## src/rtl/multicycle_control.sv

```systemverilog
// Moore control FSM for the multicycle ARM datapath, with NZCV flag register and condition gating.
// Latency: DP 4, LDR 5, STR 4, B 3, undefined 2 cycles. No backpressure. Optional macro: CMP_NOWRITE_EN.
module multicycle_control (
   input  logic       clk,
   input  logic       reset_n,
   input  logic [3:0] Cond,
   input  logic [1:0] Op,
   input  logic [5:0] Funct,
   input  logic [3:0] Rd,
   input  logic [3:0] ALUFlags,
   output logic       PCWrite,
   output logic       MemWrite,
   output logic       RegWrite,
   output logic       IRWrite,
   output logic       AdrSrc,
   output logic [1:0] RegSrc,
   output logic       ALUSrcA,
   output logic [1:0] ALUSrcB,
   output logic [1:0] ResultSrc,
   output logic [1:0] ImmSrc,
   output logic [1:0] ALUControl
);

   typedef enum logic [3:0] {
      FETCH, DECODE, MEMADR, MEMREAD, MEMWB, MEMWRITE,
      EXECUTER, EXECUTEI, ALUWB, BRANCH
   } state_t;

   state_t     state, state_nxt;
   logic [3:0] flags;
   logic       nextpc, regw, memw, branch, aluop, irw;
   logic [1:0] alu_ctl;
   logic       flag_wr, cv_wr, nowrite, condex, pcs;

   always_ff @(posedge clk or negedge reset_n) begin
      if (!reset_n) state <= FETCH;
      else          state <= state_nxt;
   end

   always_comb begin
      state_nxt = FETCH;
      nextpc    = 1'b0;
      regw      = 1'b0;
      memw      = 1'b0;
      branch    = 1'b0;
      aluop     = 1'b0;
      irw       = 1'b0;
      AdrSrc    = 1'b0;
      ALUSrcA   = 1'b0;
      ALUSrcB   = 2'b00;
      ResultSrc = 2'b00;
      case (state)
         FETCH: begin
            state_nxt = DECODE;
            ALUSrcA   = 1'b1;
            ALUSrcB   = 2'b10;
            ResultSrc = 2'b10;
            irw       = 1'b1;
            nextpc    = 1'b1;
         end
         DECODE: begin
            ALUSrcA   = 1'b1;
            ALUSrcB   = 2'b10;
            ResultSrc = 2'b10;
            case (Op)
               2'b01:   state_nxt = MEMADR;
               2'b00:   state_nxt = Funct[5] ? EXECUTEI : EXECUTER;
               2'b10:   state_nxt = BRANCH;
               default: state_nxt = FETCH;
            endcase
         end
         MEMADR: begin
            state_nxt = Funct[0] ? MEMREAD : MEMWRITE;
            ALUSrcB   = 2'b01;
         end
         MEMREAD: begin
            state_nxt = MEMWB;
            AdrSrc    = 1'b1;
         end
         MEMWB: begin
            ResultSrc = 2'b01;
            regw      = 1'b1;
         end
         MEMWRITE: begin
            AdrSrc = 1'b1;
            memw   = 1'b1;
         end
         EXECUTER: begin
            state_nxt = ALUWB;
            aluop     = 1'b1;
         end
         EXECUTEI: begin
            state_nxt = ALUWB;
            ALUSrcB   = 2'b01;
            aluop     = 1'b1;
         end
         ALUWB: regw = 1'b1;
         BRANCH: begin
            ALUSrcB   = 2'b01;
            ResultSrc = 2'b10;
            branch    = 1'b1;
         end
         default: state_nxt = FETCH;
      endcase
   end

   // cmd decode: flag_wr marks the recognised ops; cv_wr the arithmetic ones that own C,V
   always_comb begin
      alu_ctl = 2'b00;
      flag_wr = 1'b0;
      cv_wr   = 1'b0;
      nowrite = 1'b0;
      case (Funct[4:1])
         4'b0100: begin alu_ctl = 2'b00; flag_wr = 1'b1; cv_wr = 1'b1; end
         4'b0010: begin alu_ctl = 2'b01; flag_wr = 1'b1; cv_wr = 1'b1; end
         4'b0000: begin alu_ctl = 2'b10; flag_wr = 1'b1; end
         4'b1100: begin alu_ctl = 2'b11; flag_wr = 1'b1; end
`ifdef CMP_NOWRITE_EN
         4'b1010: begin alu_ctl = 2'b01; flag_wr = 1'b1; cv_wr = 1'b1; nowrite = 1'b1; end
`endif
         default: alu_ctl = 2'b00;
      endcase
   end

   always_comb begin
      condex = 1'b0;
      case (Cond)
         4'b0000: condex = flags[2];
         4'b0001: condex = ~flags[2];
         4'b0010: condex = flags[1];
         4'b0011: condex = ~flags[1];
         4'b0100: condex = flags[3];
         4'b0101: condex = ~flags[3];
         4'b0110: condex = flags[0];
         4'b0111: condex = ~flags[0];
         4'b1000: condex = flags[1] & ~flags[2];
         4'b1001: condex = ~(flags[1] & ~flags[2]);
         4'b1010: condex = (flags[3] == flags[0]);
         4'b1011: condex = (flags[3] != flags[0]);
         4'b1100: condex = ~flags[2] & (flags[3] == flags[0]);
         4'b1101: condex = ~(~flags[2] & (flags[3] == flags[0]));
         4'b1110: condex = 1'b1;
         default: condex = 1'b0;
      endcase
   end

   always_ff @(posedge clk or negedge reset_n) begin
      if (!reset_n) begin
         flags <= 4'b0000;
      end else if ((state == EXECUTER || state == EXECUTEI) && Funct[0] && condex && flag_wr) begin
         flags[3:2] <= ALUFlags[3:2];
         if (cv_wr) flags[1:0] <= ALUFlags[1:0];
      end
   end

   assign pcs        = (regw & (Rd == 4'b1111)) | branch;
   // enables are masked directly by reset so nothing writes while reset_n is low
   assign PCWrite    = reset_n & (nextpc | (pcs & condex));
   assign RegWrite   = reset_n & regw & condex & ~nowrite;
   assign MemWrite   = reset_n & memw & condex;
   assign IRWrite    = reset_n & irw;
   assign ALUControl = aluop ? alu_ctl : 2'b00;
   assign ImmSrc     = (Op == 2'b11) ? 2'b00 : Op + 2'b01;
   assign RegSrc     = {Op == 2'b01, Op == 2'b10};

endmodule

```

## config.mk

```make
export PLATFORM = sky130hd
export DESIGN_NAME = multicycle_control
export DESIGN_NICKNAME = d
export VERILOG_FILES = /design/src/rtl/multicycle_control.sv
export SDC_FILE = /design/constraint.sdc
export NUM_CORES = 1
export LEC_CHECK = 0
export ABC_AREA = 1
export CORE_MARGIN = 5
export CORE_UTILIZATION = 43
export DETAILED_ROUTE_END_ITERATION = 16
export GPL_ROUTABILITY_DRIVEN = 0
export PLACE_DENSITY_LB_ADDON = 0.15
export SLEW_MARGIN = 20
export SYNTH_ARGS = -nofsm -noshare
export SYNTH_HDL_FRONTEND = slang
export SYNTH_SLANG_ARGS = --single-unit
```

## constraint.sdc

```tcl
create_clock -name clk -period 1.5 [get_ports clk]
set_input_delay 0.15 -clock clk [delete_from_list [all_inputs] [get_ports clk]]
set_output_delay 0.15 -clock clk [all_outputs]
set_load 0.02 [all_outputs]
```

==> metrics.yaml <==
status: "finished with violations"
failed_checks: "setup timing"
globalRouteOverflowTotal: 0
dieArea_sq_mm: 0.00319
drt-pass1-iter-count: 4
hpwl_um: 2220
hold_viol: 0
leakagePower_nw: 0.884
dp_worst_setup_slack_ps: -746
slew_viol_final: 0
timing.fmax_mhz: 574
crit_family: "flip-flops"
hold_buffers: 0
fin_cells: 253
crit_path_frequent_cell: "nand2_1"
synth_area_per_cell_sq_um: 6.03
critPathLaunchType: "flip-flop"
worstSkewPairLatency_ps: 250
synth_warnings: 0
synthToLayoutAreaGrowth_pct: 79.9
numPlacedInstances: 244
cp.required_ps: 1350
synthCells: 154
hold_path_class: "in -> async"
path_class: "reg -> out"
ios: 38
finalCritPeriodShare_pct: 116
cts_tree: "done"
start_util_pct: 46.4
max_stage_delay_ps: 430
h-tree-depth: 1
synthesis.nets: 181
path_max_fanout: 4
cts-buffers-inserted: 3
multi_input_area_sq_um: 737
holdWs_ps: 320
route.detailed.drc: 0
ys_seq_elements: 8
wl_met3_um: 215
relSlewSlack_pct: 82.1
worstPathArrival_ps: 1590
crit_slowest_cell: "dfrtp_1"
drive_gt1_share_pct: 43.8
peakVddDrop_v: 0.000824
nets: 255
ff_latch_area_sq_um: 201
worstMarginPinSlew_ps: 269
finalSetupViolations: 10
powerDensity_mw_per_mm2: 1100
diodes: 0
fp.coreArea_sq_mm: 0.00200
rsz0062_at_grt: "true"
synth_flop_cell: "dfrtp_1"
final_cell_mix: "buf_4 (39), nand2_1 (33), inv_1 (16), nand3_1 (16), clkdlybuf4s50_1 (15)"
vias: 1291
clock_path_buffers: 2
synth-edff-count: 0
dr.max_layer_used: "met4"
io_buffers: 37
final_common_cell: "buf_4"
fin_area_sq_mm: 0.00167
grt_pass1_wl_um: 4520
wl_met1_um: 1220
grt_usage_pct: 17.3
dpl_cell_area_sq_mm: 0.00152
path_cells: "inv_1, nand2_1, a21oi_1, nand3_1, nand2_1, nand2_2, a21oi_2, buf_6"
drt-vias-per-instance: 5.10
drt_iter0_markers: 34
detail_route.wl_per_cell_um: 12.4
wl_um: 3150
synth_seq_area_share_pct: 21.6
fin_crit_ps: 1740
crit_buf_inv: 2
ant_nets: 0
netlist_area_sq_um: 928
end_kind: "output port"
synth.distinct_cells: 26
route.met2.wl_um: 1610
fillers: 142
antenna_found_initial: 0
grt_max_degree: 9
die_w_um: 56.5
timing.setup.tns_ps: -1440
cts.sinks: 8
finClkSkew_ps: 0.545
async_flop_share_pct: 100
die_y_um: 56.5
setup_ws_ps: -241
fin_util_pct: 83.4
clk_pin_slew_ps: 50
rows: 16
max_cap_viol_count: 0
finalPower_mw: 1.83
grt_pass1_vias: 1196
cts_root_buf: "clkbuf_4"
[state kept, by name (all words and copies together), names as in the netlist]
name,cells
flags,4
state,4
[layout make-up]
| class | instances | area share, % |
|---|---|---|
| multi-input combinational | 120 | 44.1 |
| sequential | 8 | 12.1 |
| clock buffer | 3 | 1.35 |
| timing repair buffer | 70 | 34.8 |
| inverter | 25 | 5.62 |
| tap | 27 | 2.02 |
[synth_stat cells, types with 2 or more instances]
master / instances / share of area (%)
nand2_1: 43 / 17
inv_1: 22 / 8.9
nand3_1: 21 / 11
nor2_1: 21 / 8.5
dfrtp_1: 8 / 22
ha_1: 5 / 6.7
a21oi_1: 4 / 2.2
inv_2: 3 / 1.2
nand2_2: 3 / 2.0
nand4_1: 3 / 2.0
nor2_2: 3 / 2.0
o21ai_0: 3 / 1.6
nor2_4: 2 / 2.4
[final timing paths]
kind	from	depth (start not counted)	end	slack, ps
worst min-delay path	reset_n	2	state[3]$_DFF_PN0_	320
min in group clk	ALUFlags[3]	3	flags[3]$_DFFE_PN0P_	460
max in group asynchronous	reset_n	2	flags[0]$_DFFE_PN0P_	1050
worst max register to register	state[3]$_DFF_PN0_	8	state[0]$_DFF_PN0_	40
worst min register to register	flags[1]$_DFFE_PN0P_	3	flags[1]$_DFFE_PN0P_	640
worst max-delay path	state[2]$_DFF_PN0_	8	PCWrite	-240
[routing by layer]
metal  global-route usage (%)  vias to the layer above
li1                         -                      642
met1                     18.5                      571
met2                     31.2                       67
met3                     2.75                       11
met4                     10.8                        0
met5                        0                        -
[where the power goes]
group          switching [mW]  leakage (nW)  internal [mW]
logic                   0.721         0.764          0.631
registers              0.0552         0.106          0.265
clock network          0.0677        0.0138         0.0911
[repair_timing]
action / 4_1_cts / 5_1_grt
gates resized for setup: 84 / 34
pin swaps: 4 / 8
endpoints found under the setup margin: 18 / 18
setup buffers: 4 / 3
[worst reg2reg max path: cells and delay by family, from the launching register on]
| family | cells | cell delay, ps |
|---|---|---|
| buffers and inverters | 4 | 500 |
| flip-flops | 1 | 410 |
| AND/OR/NAND/NOR | 2 | 260 |
| AO/OA/AOI/OAI | 2 | 190 |
[logic make-up (layout without fill, tap and decap cells)]
group	Yosys count	in the layout	synth area share, %
flops	8	8	21.6
buf+inv	26	98	11.3
simple gates	103	103	52.6
compound gates	12	12	7.82
fa+ha+maj	5	5	6.74
Note: power is estimated with default switching activity, not from simulation.
